<file path="src/rtl/cpu_pkg.sv">
// Shared CPU definitions: opcodes, instruction field positions, widths and
// the fetch FSM encoding.
package cpu_pkg;
    localparam int DEF_PC_W    = 8;
    localparam int DEF_INSTR_W = 16;

    localparam int OPC_MSB = 15;
    localparam int OPC_LSB = 12;
    localparam int RA_MSB  = 11;
    localparam int RA_LSB  = 8;
    localparam int RB_MSB  = 7;
    localparam int RB_LSB  = 4;
    localparam int IMM_MSB = 7;
    localparam int IMM_LSB = 0;

    typedef enum logic [3:0] {
        OP_ADD  = 4'h0, OP_SUB  = 4'h1, OP_ADDI = 4'h2, OP_ROW  = 4'h3,
        OP_COL  = 4'h4, OP_INCL = 4'h5, OP_F    = 4'h6, OP_LD   = 4'h7,
        OP_ST   = 4'h8, OP_LDI  = 4'h9, OP_LFSR = 4'hA, OP_JE   = 4'hB,
        OP_JNE  = 4'hC, OP_J    = 4'hD
    } opcode_t;

    typedef enum logic [1:0] {
        FETCH = 2'd0,
        WAIT  = 2'd1,
        READY = 2'd2
    } fetch_state_t;
endpackage

</file>
<file path="src/rtl/instr_fetch_if.sv">
// Instruction-memory read port: one-cycle request, data returned later
// qualified by rvalid.
interface instr_fetch_if
    import cpu_pkg::*;
#(
    parameter int PC_W    = DEF_PC_W,
    parameter int INSTR_W = DEF_INSTR_W
) ();
    logic [PC_W-1:0]    addr;
    logic               rd_en;
    logic [INSTR_W-1:0] rdata;
    logic               rvalid;

    modport master (output addr, output rd_en, input rdata, input rvalid);
    modport slave  (input addr, input rd_en, output rdata, output rvalid);
endinterface

</file>
<file path="src/rtl/instr_fetch_pc_counter.sv">
// Program counter register; a load beats an increment when both are asked for.
module pc_counter #(
    parameter int PC_W = 8
) (
    input  logic            clk,
    input  logic            reset,
    input  logic            inc,
    input  logic            load,
    input  logic [PC_W-1:0] load_val,
    output logic [PC_W-1:0] pc
);
    always_ff @(posedge clk) begin
        if (reset)
            pc <= '0;
        else if (load)
            pc <= load_val;
        else if (inc)
            pc <= pc + 1'b1;
    end
endmodule

</file>
<file path="src/rtl/instr_fetch.sv">
// Fetch unit: owns PC and IR, fetches through the imem handshake and
// advances/redirects the PC on sequencer strobes while READY.
module instr_fetch
    import cpu_pkg::*;
#(
    parameter int PC_W    = DEF_PC_W,
    parameter int INSTR_W = DEF_INSTR_W
) (
    input  logic             clk,
    input  logic             reset,
    input  logic             c_pc_inc,
    input  logic             c_pc_load,
    input  logic             c_a,
    input  logic             c_b,
    instr_fetch_if.master    imem,
    output logic [3:0]       opcode,
    output logic [3:0]       ra,
    output logic [3:0]       rb,
    output logic [7:0]       imm,
    output logic [3:0]       reg_addr,
    output logic             instr_valid,
    output logic [PC_W-1:0]  pc,
    output logic             seq_err
);
    fetch_state_t       state, state_nxt;
    logic [INSTR_W-1:0] ir;
    logic               strobe, step;

    assign strobe = c_pc_inc | c_pc_load;
    assign step   = strobe && (state == READY);

    pc_counter #(.PC_W(PC_W)) u_pc (
        .clk      (clk),
        .reset    (reset),
        .inc      (c_pc_inc && step),
        .load     (c_pc_load && step),
        .load_val (ir[PC_W-1:0]),
        .pc       (pc)
    );

    always_ff @(posedge clk) begin
        if (reset)
            state <= FETCH;
        else
            state <= state_nxt;
    end

    always_comb begin
        state_nxt = state;
        case (state)
            FETCH:   state_nxt = WAIT;
            WAIT:    if (imem.rvalid) state_nxt = READY;
            READY:   if (strobe) state_nxt = FETCH;
            default: state_nxt = FETCH;
        endcase
    end

    // Gate the request with reset so nothing is issued while memory is held in reset.
    assign imem.rd_en = (state == FETCH) && !reset;
    assign imem.addr  = pc;
    assign instr_valid = (state == READY);

    always_ff @(posedge clk) begin
        if (reset)
            ir <= '0;
        else if (state == WAIT && imem.rvalid)
            ir <= imem.rdata;
    end

    always_ff @(posedge clk) begin
        if (reset)
            seq_err <= 1'b0;
        else if (strobe && state != READY)
            seq_err <= 1'b1;
    end

    assign opcode = ir[OPC_MSB:OPC_LSB];
    assign ra     = ir[RA_MSB:RA_LSB];
    assign rb     = ir[RB_MSB:RB_LSB];
    assign imm    = ir[IMM_MSB:IMM_LSB];

    always_comb begin
        reg_addr = 4'd0;
        if (c_a)
            reg_addr = ra;
        else if (c_b)
            reg_addr = rb;
    end
endmodule

</file>
<file path="src/flat_wrapper.sv">
// flat-port wrapper written by rule: the top's interface ports become plain ports
module instr_fetch_flat import cpu_pkg::*;
#(
    parameter int PC_W    = DEF_PC_W,
    parameter int INSTR_W = DEF_INSTR_W
)
  (clk, reset, c_pc_inc, c_pc_load, c_a, c_b, opcode, ra, rb, imm, reg_addr, instr_valid, pc, seq_err, imem_addr, imem_rd_en, imem_rdata, imem_rvalid);
  instr_fetch_if #(.PC_W(PC_W), .INSTR_W(INSTR_W)) imem_i ();
  input  logic clk;
  input  logic reset;
  input  logic c_pc_inc;
  input  logic c_pc_load;
  input  logic c_a;
  input  logic c_b;
  output logic [3:0] opcode;
  output logic [3:0] ra;
  output logic [3:0] rb;
  output logic [7:0] imm;
  output logic [3:0] reg_addr;
  output logic instr_valid;
  output logic [PC_W-1:0] pc;
  output logic seq_err;
  output wire logic [$bits(imem_i.addr)-1:0] imem_addr;
  output wire logic [$bits(imem_i.rd_en)-1:0] imem_rd_en;
  input wire logic [$bits(imem_i.rdata)-1:0] imem_rdata;
  input wire logic [$bits(imem_i.rvalid)-1:0] imem_rvalid;
  assign imem_addr = imem_i.addr;
  assign imem_rd_en = imem_i.rd_en;
  assign imem_i.rdata = imem_rdata;
  assign imem_i.rvalid = imem_rvalid;
  instr_fetch #(.PC_W(PC_W), .INSTR_W(INSTR_W)) u_core (.clk(clk), .reset(reset), .c_pc_inc(c_pc_inc), .c_pc_load(c_pc_load), .c_a(c_a), .c_b(c_b), .imem(imem_i), .opcode(opcode), .ra(ra), .rb(rb), .imm(imm), .reg_addr(reg_addr), .instr_valid(instr_valid), .pc(pc), .seq_err(seq_err));
endmodule
</file>
<file path="config.mk">
export PLATFORM = sky130hd
export DESIGN_NAME = instr_fetch_flat
export DESIGN_NICKNAME = d
export VERILOG_FILES = /design/src/rtl/cpu_pkg.sv /design/src/rtl/instr_fetch_if.sv /design/src/rtl/instr_fetch_pc_counter.sv /design/src/rtl/instr_fetch.sv /design/src/flat_wrapper.sv
export SDC_FILE = /design/constraint.sdc
export NUM_CORES = 1
export LEC_CHECK = 0
export ABC_AREA = 0
export BUFFER_PORTS_ARGS = -buffer_cell sky130_fd_sc_hd__buf_2
export CORE_MARGIN = 2
export CORE_UTILIZATION = 40
export CTS_CLUSTER_SIZE = 14
export DETAILED_ROUTE_END_ITERATION = 8
export PLACE_DENSITY = 0.75
export REMOVE_ABC_BUFFERS = 1
export SLEW_MARGIN = 20
export SYNTH_ARGS = -nofsm -noshare
export SYNTH_HDL_FRONTEND = slang
export SYNTH_SLANG_ARGS = --single-unit
</file>
<file path="constraint.sdc">
create_clock -name clk -period 2.5 [get_ports clk]
set_input_delay 0.5 -clock clk [delete_from_list [all_inputs] [get_ports clk]]
set_output_delay 0.5 -clock clk [all_outputs]
set_load 0.05 [all_outputs]
</file>
==> run_results.csv, run 1 <==
group,metric,value,unit
status,status,"finished, final reports clean",
synth,synth_area_leaders,"dfxtp_1 42%, nand2_1 14%, buf_4 8.7%",
route,met2WireLength,1500,um
cts,root_buffer,"clkbuf_4",
floorplanning,core_area,3080,sq um
sta,finalCritPeriodShare,0.758,
placement,dp.cells,259,
synth,netlist_instances,169,
global_routing,grt_use_total,0.169,
hold_path,hp-class,"in2reg",
sta,rsz0062_at_grt,"false",
critical_path,crit_end,"instr_valid",
cts,cts.htree.levels,1,
cells_and_area,final_layout_size_suffix_gt1_frac,0.347,
cts,cts.hold.buffers_added,0,
cts,cts.clk_slew.worst_paths,0.16,ns
critical_path,path_class,"reg2out",
floorplanning,initial_core_util,0.421,
cells_and_area,design_area,1580,sq um
cells_and_area,area_growth,22.2,%
sta,fmax,0.528,GHz
power_and_ir_drop,clkPwrFrac,0.234,
critical_path,start_kind,"flip-flop",
placement,gp_congestion,0.819,
global_routing,grt_pass1_wl,4800,um
floorplanning,top_level_ports,66,
run,cap_violations,0,
cts,cts_buffers,3,
power_and_ir_drop,p_per_area,545,nW/um^2
hold_path,whs_path_depth,2,
cells_and_area,stdcell_count,263,
power_and_ir_drop,leakagePower,0.726,nW
synth,synth_area,1290,sq um
synth,synth_ff_type,"dfxtp_1",
synth,yosysSeqAreaShare,0.417,
power_and_ir_drop,p_sw_frac,0.346,
cts,cts_setup_buffers,0,
power_and_ir_drop,ir_worst_vdd,0.558,mV
power_and_ir_drop,seqPwrFrac,0.539,
critical_path,worstReg2RegStart,"u_core.state[1]$_SDFFE_PP0P_",
critical_path,crit_family,"buffers and inverters",
sta,final.min_clock_period,1.89,ns
global_routing,antenna_found_initial,0,
cts,cts_buffer_depth,2,
critical_path,cp_slowest_cell,"dfxtp_1",
route,ant_nets,0,
cells_and_area,nNetsFinal,244,
synth,yosys.area.top_type,"dfxtp_1",
cells_and_area,final_cell_mix,"65 x buf_2, 47 x nand2_1, 27 x dfxtp_1, 19 x a21oi_1, 10 x nor2_1",
critical_path,rrSetupSlack,1.11,ns
critical_path,crit_buf_inv,2,
placement,post_dp_cell_area,1550,sq um
cts,clock-sinks,27,
critical_path,critPathRequiredTime,2.00,ns
floorplanning,die_h,60.9,um
route,routed_wl,3030,um
sta,hold_viol,0,
power_and_ir_drop,power.net_switching,0.298,mW
cells_and_area,final_common_cell,"buf_2",
route,drt_first_pass_iters,4,
cells_and_area,antennaDiodeCount,0,
global_routing,grt-ovfl-total,0,
floorplanning,rows,20,
sta,slew_violations,0,
global_routing,grt_max_degree,29,
power_and_ir_drop,intPower,0.564,mW
sta,skew,0.00843,ns
synth,synth_edf_count,0,
route,wl_per_cell,11.5,um
route,wl_met1,1360,um
sta,setup_violations,0,
synth,yosys_warnings,0,
placement,port-buffer-count,65,
power_and_ir_drop,power,0.863,mW
placement,post-dp-hpwl,2220,um
power_and_ir_drop,pwr-share-comb,0.227,
synth,synth-async-reset-ratio,0,
synth,ys_types,31,
global_routing,grt_pass1_vias,1107,
route,vias,1289,
critical_path,timing.rr.end,"u_core.u_pc.pc[2]$_SDFFE_PP0P_",
sta,tightest_slew,0.513,ns
cts,cts_tree,"done",
critical_path,critPathMaxStageDelay,0.41,ns
cts,clock_latency,0.33,ns
floorplanning,dieArea,3710,sq um
synth,avgSynthCellArea,7.66,sq um
floorplanning,die_w,60.9,um
cells_and_area,final_util,0.514,
critical_path,reg2reg_depth,5,
route,maxUsedRoutingLayer,"met4",
critical_path,cp_cell_sequence,"nor2b_1, buf_4, buf_2",
route,drc_errors,0,
synth,synth-seq-cells,27,
route,drt_iter0_markers,24,
critical_path,crit_path_max_fanout,16,
critical_path,path_depth,3,
critical_path,cp.arrival,1.39,ns
route,dr_wl_met3,151,um
cts,post_cts_resized,0,
critical_path,crit_path_start,"u_core.state[1]$_SDFFE_PP0P_",
critical_path,endpoint_kind,"primary output",
sta,maxSlewHeadroom,0.658,
synth,synth_top_area_frac,0.417,
route,detail_route.vias_per_cell,4.90,
-- sequential cells by signal, indices dropped and copies added, names as in the netlist --
name            flops
u_core.u_pc.pc      8
u_core.state        2
u_core.ir          16
u_core.seq_err      1
-- power by group through the flow --
stage / sequential (mW) / clock [mW] / combinational [mW]
2_1_floorplan: 0.544 / 0 / 0.0600
3_3_place_gp: 0.474 / 0 / 0.195
3_5_place_dp: 0.474 / 0 / 0.196
4_1_cts: 0.465 / 0.211 / 0.197
5_1_grt: 0.468 / 0.223 / 0.212
6_report: 0.465 / 0.202 / 0.196
-- stage by stage --
| step | TNS [ns] | hold slack (ns) | setup slack [ns] |
|---|---|---|---|
| detailed placement | 0 | 0.449 | 0.761 |
| global placement | 0 | 0.443 | 0.767 |
| global route | 0 | 0.333 | 0.489 |
| CTS | 0 | 0.340 | 0.591 |
| finish | 0 | 0.346 | 0.606 |
| floorplan | -0.688 | 0.441 | -0.172 |
-- cell usage after synthesis (3+ instances only) --
| cell type | number |
|---|---|
| buf_4 | 15 |
| buf_2 | 3 |
| nand2_1 | 47 |
| nand4_1 | 3 |
| nor2_1 | 10 |
| dfxtp_1 | 27 |
| o21ai_0 | 8 |
| nand3_1 | 4 |
| a211oi_1 | 4 |
| a21oi_1 | 19 |
| clkbuf_1 | 3 |
| o22ai_1 | 4 |
-- cell families after synthesis --
logic type,share of synthesized area
compound gates,0.194
buf+inv,0.113
flops,0.417
fa+ha+maj,0.00966
mux,0.00773
simple gates,0.258
-- worst min path at each step --
| stage | start | end | slack, ns |
|---|---|---|---|
| 2_1_floorplan | u_core.state[1]$_SDFFE_PP0P_ | u_core.state[0]$_SDFFE_PP0P_ | 0.44 |
| 4_1_cts | imem_rvalid | u_core.state[0]$_SDFFE_PP0P_ | 0.34 |
| 3_5_place_dp | u_core.ir[13]$_SDFFE_PP0P_ | u_core.ir[13]$_SDFFE_PP0P_ | 0.45 |
| 6_report | imem_rvalid | u_core.state[0]$_SDFFE_PP0P_ | 0.35 |
| 5_1_grt | imem_rvalid | u_core.state[0]$_SDFFE_PP0P_ | 0.33 |
| 3_3_place_gp | u_core.ir[13]$_SDFFE_PP0P_ | u_core.ir[13]$_SDFFE_PP0P_ | 0.44 |
-- metal layers --
metal | vias to the layer above | track usage
li1 | 671 | -
met1 | 579 | 0.210
met2 | 35 | 0.295
met3 | 4 | 0.0426
met4 | 0 | 0.0404
met5 | - | 0
-- area by class of cell --
type | count | area [sq um]
sequential | 27 | 541
clock inverter | 1 | 8.76
multi-input combinational | 119 | 608
tap | 44 | 55.1
fill | 334 | 1500
timing repair buffer | 67 | 340
clock buffer | 3 | 22.5
inverter | 2 | 7.51
(Power assumes the default switching activity.)
==> run 2: changes to the inputs <==
--- a/config.mk
+++ b/config.mk
@@ -11,7 +11,7 @@
 export CORE_UTILIZATION = 40
 export CTS_CLUSTER_SIZE = 14
 export DETAILED_ROUTE_END_ITERATION = 8
-export PLACE_DENSITY = 0.75
+export PLACE_DENSITY = 0.78
 export REMOVE_ABC_BUFFERS = 1
 export SLEW_MARGIN = 20
 export SYNTH_ARGS = -nofsm -noshare
==> constraint.sdc (replaced) <==
create_clock -name clk -period 1.64 [get_ports clk]
set_input_delay 0.328 -clock clk [delete_from_list [all_inputs] [get_ports clk]]
set_output_delay 0.328 -clock clk [all_outputs]
set_load 0.05 [all_outputs]
==> run_results.csv, run 2 (synthesis results as in run 1) <==
group,metric,value,unit
placement,post-dp-hpwl,2180,um
cts,clock-sinks,27,
route,vias,1285,
floorplanning,die_w,60.9,um
floorplanning,rows,20,
sta,final.min_clock_period,1.55,ns
critical_path,start_kind,"flip-flop",
cts,cts_tree,"done",
critical_path,critPathMaxStageDelay,0.44,ns
global_routing,grt_use_total,0.162,
power_and_ir_drop,leakagePower,0.740,nW
status,status,"finished, final reports clean",
cts,cts_buffers,3,
power_and_ir_drop,p_per_area,795,nW/um^2
floorplanning,die_h,60.9,um
route,drt_iter0_markers,42,
floorplanning,dieArea,3710,sq um
critical_path,path_class,"reg2out",
placement,post_dp_cell_area,1580,sq um
sta,fmax,0.645,GHz
cells_and_area,antennaDiodeCount,0,
cells_and_area,final_layout_size_suffix_gt1_frac,0.367,
cts,cts.htree.levels,1,
sta,hold_viol,0,
cts,cts_buffer_depth,2,
cts,cts.clk_slew.worst_paths,0.14,ns
critical_path,cp.arrival,1.22,ns
cts,root_buffer,"clkbuf_4",
placement,dp.cells,261,
route,wl_per_cell,11.3,um
sta,tns,0,ns
placement,port-buffer-count,65,
sta,setup_violations,0,
critical_path,endpoint_kind,"primary output",
global_routing,grt_max_degree,28,
sta,skew,0.00256,ns
floorplanning,top_level_ports,66,
floorplanning,initial_core_util,0.421,
sta,rsz0062_at_grt,"false",
global_routing,grt_pass1_wl,4650,um
critical_path,crit_path_max_fanout,5,
route,drt_first_pass_iters,4,
cells_and_area,area_growth,25.3,%
sta,maxSlewHeadroom,0.783,
cells_and_area,largest_reg_flops,16,
route,ant_nets,0,
sta,setup_slack,0.0904,ns
power_and_ir_drop,ir_worst_vdd,0.514,mV
sta,finalCritPeriodShare,0.945,
floorplanning,core_area,3080,sq um
cells_and_area,nNetsFinal,246,
cells_and_area,stdcell_count,265,
cts,clock_latency,0.31,ns
run,cap_violations,0,
cells_and_area,final_common_cell,"buf_2",
cells_and_area,final_util,0.527,
sta,slew_violations,0,
global_routing,antenna_found_initial,0,
critical_path,critPathRequiredTime,1.31,ns
route,drc_errors,0,
cts,cts.hold.buffers_added,0,
hold_path,hp-class,"in2reg",
critical_path,cp_slowest_cell,"dfxtp_1",
critical_path,cp_cell_sequence,"nand2_1, o21ai_0, buf_4",
placement,gp_congestion,0.886,
placement,dp_slack,0.272,ns
cells_and_area,design_area,1620,sq um
global_routing,grt_pass1_vias,1059,
route,routed_wl,2990,um
route,detail_route.vias_per_cell,4.85,
cells_and_area,final_cell_mix,"62 x buf_2, 47 x nand2_1, 25 x dfxtp_1, 19 x a21oi_1, 10 x nor2_1",
cells_and_area,largest_register,"u_core.ir",
cells_and_area,reg.largest.list,"u_core.ir: 16 flops, u_core.u_pc.pc: 8 flops, u_core.state: 2 flops",
sta,tightest_slew,0.326,ns
global_routing,grt-ovfl-total,0,
[run 2: worst paths after layout]
kind	startpoint	endpoint	slack, ns	cells past startpoint
setup / recovery	u_core.ir[7]$_SDFFE_PP0P_	reg_addr[3]	0.09	3
hold / removal	imem_rvalid	u_core.state[0]$_SDFFE_PP0P_	0.19	2
setup reg to reg	u_core.state[1]$_SDFFE_PP0P_	u_core.u_pc.pc[2]$_SDFFE_PP0P_	0.32	5
hold reg to reg	u_core.state[1]$_SDFFE_PP0P_	u_core.state[0]$_SDFFE_PP0P_	0.46	1
[run 2: repair_timing]
item,4_1_cts,5_1_grt
gates resized for setup,2,6
setup buffers,0,0
setup endpoints to repair,1,3
[run 2: area by class of cell]
type	instances	area (sq um)
clock buffers	3	22.5
well taps	44	55.1
flip-flops and latches	27	543
fillers	348	1460
clock inverters	1	5.00
multi-input cells	119	611
repair buffers	69	379
inverters	2	7.51
[run 2: power by group]
group	switching (mW)	internal [mW]	total, mW
combinational	0.225	0.0847	0.310
clock	0.182	0.0911	0.273
sequential	0.0231	0.684	0.707
[run 2: stage by stage]
step,power [mW],hold slack (ns)
6_report,1.29,0.190
3_5_place_dp,1.03,0.447
2_1_floorplan,0.920,0.394
3_3_place_gp,1.03,0.441
4_1_cts,1.31,0.179
5_1_grt,1.36,0.163
[run 2: routing by layer]
layer	up-vias	track usage	wire length (um)
met5	-	0	0
met4	0	0.0280	9
met3	2	0.0426	143
met2	30	0.270	1440
met1	586	0.214	1400
li1	667	-	-
[run 2: worst max-delay path, delay by kind of cell (launching register included)]
kind | cells | cell delay [ns]
buffers and inverters | 1 | 0.23
AOI/OAI and AO/OA | 1 | 0.18
DFF | 1 | 0.44
and+or+nand+nor | 1 | 0.06
==> run 3: changes to the inputs <==
--- a/config.mk
+++ b/config.mk
@@ -7,6 +7,7 @@
 export LEC_CHECK = 0
 export ABC_AREA = 0
 export BUFFER_PORTS_ARGS = -buffer_cell sky130_fd_sc_hd__buf_2
+export CORE_ASPECT_RATIO = 1.25
 export CORE_MARGIN = 2
 export CORE_UTILIZATION = 40
 export CTS_CLUSTER_SIZE = 14
==> run_results.csv, run 3 (synthesis results as in run 1) <==
group,metric,value,unit
cells_and_area,final_layout_size_suffix_gt1_frac,0.345,
floorplanning,dieArea,3710,sq um
global_routing,grt_pass1_wl,4920,um
critical_path,cp.arrival,1.21,ns
cells_and_area,nNetsFinal,245,
hold_path,hp-class,"in2reg",
floorplanning,die_h,67.6,um
sta,fmax,0.652,GHz
power_and_ir_drop,ir_worst_vdd,0.551,mV
route,drt_first_pass_iters,4,
floorplanning,core_area,3140,sq um
global_routing,grt_use_total,0.177,
cts,cts_buffer_depth,2,
cts,clock-sinks,27,
power_and_ir_drop,leakagePower,0.736,nW
power_and_ir_drop,p_per_area,862,nW/um^2
global_routing,grt-ovfl-total,0,
floorplanning,initial_core_util,0.413,
cells_and_area,largest_reg_flops,16,
critical_path,critPathRequiredTime,1.31,ns
route,detail_route.vias_per_cell,5.05,
cells_and_area,final_util,0.511,
cells_and_area,area_growth,23.7,%
placement,port-buffer-count,65,
cells_and_area,largest_register,"u_core.ir",
route,drc_errors,0,
cells_and_area,final_cell_mix,"64 x buf_2, 47 x nand2_1, 27 x dfxtp_1, 19 x a21oi_1, 10 x nor2_1",
placement,post-dp-hpwl,2380,um
cts,cts.clk_slew.worst_paths,0.09,ns
cts,cts.htree.levels,1,
route,dr_wl_met3,187,um
global_routing,grt_max_degree,28,
hold_path,min_from,"imem_rvalid",
cts,root_buffer,"clkbuf_8",
critical_path,crit_path_start,"u_core.state[1]$_SDFFE_PP0P_",
cts,cts_buffers,3,
critical_path,start_kind,"flip-flop",
route,routed_wl,3170,um
sta,rsz0062_at_grt,"false",
critical_path,cp_slowest_cell,"dfxtp_1",
critical_path,endpoint_kind,"primary output",
sta,whs,0.268,ns
sta,maxSlewHeadroom,0.786,
sta,setup_violations,0,
sta,hold_viol,0,
cells_and_area,design_area,1600,sq um
cells_and_area,reg.largest.list,"u_core.ir: 16 flops, u_core.u_pc.pc: 8 flops, u_core.state: 2 flops",
placement,post_dp_cell_area,1550,sq um
cells_and_area,fill_cells,330,
global_routing,grt_pass1_vias,1120,
sta,slew_violations,0,
critical_path,path_class,"reg2out",
route,vias,1299,
route,ant_nets,0,
route,drt_iter0_markers,24,
global_routing,antenna_found_initial,0,
cells_and_area,antennaDiodeCount,0,
placement,gp_congestion,0.806,
route,maxUsedRoutingLayer,"met4",
sta,finalCritPeriodShare,0.936,
critical_path,critPathMaxStageDelay,0.39,ns
cts,cts_tree,"done",
cts,clock_latency,0.26,ns
run,cap_violations,0,
status,status,"finished, final reports clean",
sta,setup_slack,0.105,ns
sta,final.min_clock_period,1.53,ns
floorplanning,rows,23,
placement,dp_slack,0.275,ns
floorplanning,top_level_ports,66,
floorplanning,die_w,54.9,um
route,met2WireLength,1570,um
cells_and_area,final_common_cell,"buf_2",
route,wl_met1,1390,um
sta,tightest_slew,0.322,ns
critical_path,cp_cell_sequence,"nor2b_1, buf_4, buf_6",
sta,skew,0.00188,ns
critical_path,worstReg2RegStart,"u_core.state[1]$_SDFFE_PP0P_",
route,wl_per_cell,12.3,um
critical_path,crit_path_max_fanout,16,
run 3: cell types whose count changed in the layout (fill, tap and decap cells not counted), sizes merged:
cell | previous run | this run
clkinv | 1 | 0
run 3: what timing repair did:
| action | CTS | global route |
|---|---|---|
| pin swaps | 0 | 0 |
| endpoints found under the hold margin | 0 | 0 |
| gates resized for setup | 1 | 1 |
| endpoints found under the setup margin | 1 | 1 |
| hold buffers | 0 | 0 |
| setup buffers | 0 | 0 |
run 3: final timing paths:
kind,endpoint,slack [ns],cells after the start
worst max-delay path,instr_valid,0.11,3
worst min-delay path,u_core.state[0]$_SDFFE_PP0P_,0.27,2
worst max register to register,u_core.u_pc.pc[2]$_SDFFE_PP0P_,0.24,5
worst min register to register,u_core.ir[14]$_SDFFE_PP0P_,0.45,2
run 3: per-layer routing:
| layer | track usage | vias up |
|---|---|---|
| met1 | 0.228 | 582 |
| met5 | 0 | - |
| met3 | 0.0265 | 2 |
| li1 | - | 671 |
| met4 | 0.0457 | 0 |
| met2 | 0.302 | 44 |
run 3: final cells by class:
cell class                 instances  area (sq um)  area share
sequential                        27           541       0.337
timing repair buffer              68           354       0.221
inverter                           2          7.51     0.00469
multi-input combinational        119           608       0.380
clock buffer                       4          45.0      0.0281
tap                               37          46.3      0.0289
run 3: critical path, delay by kind of cell (launching register included):
| family | cells | cell delay (ns) |
|---|---|---|
| simple gates | 1 | 0.15 |
| buf+inv | 2 | 0.40 |
| flops | 1 | 0.39 |
run 3: where the power goes:
group	internal, mW	switching, mW
clock network	0.174	0.196
registers	0.682	0.0243
logic	0.0797	0.224
run 3: stage by stage:
step / TNS [ns] / std cells / power (mW)
2_1_floorplan: -8.97 / 148 / 0.920
3_3_place_gp: 0 / 253 / 1.02
3_5_place_dp: 0 / 253 / 1.03
4_1_cts: 0 / 257 / 1.40
5_1_grt: 0 / 257 / 1.45
6_report: 0 / 257 / 1.38
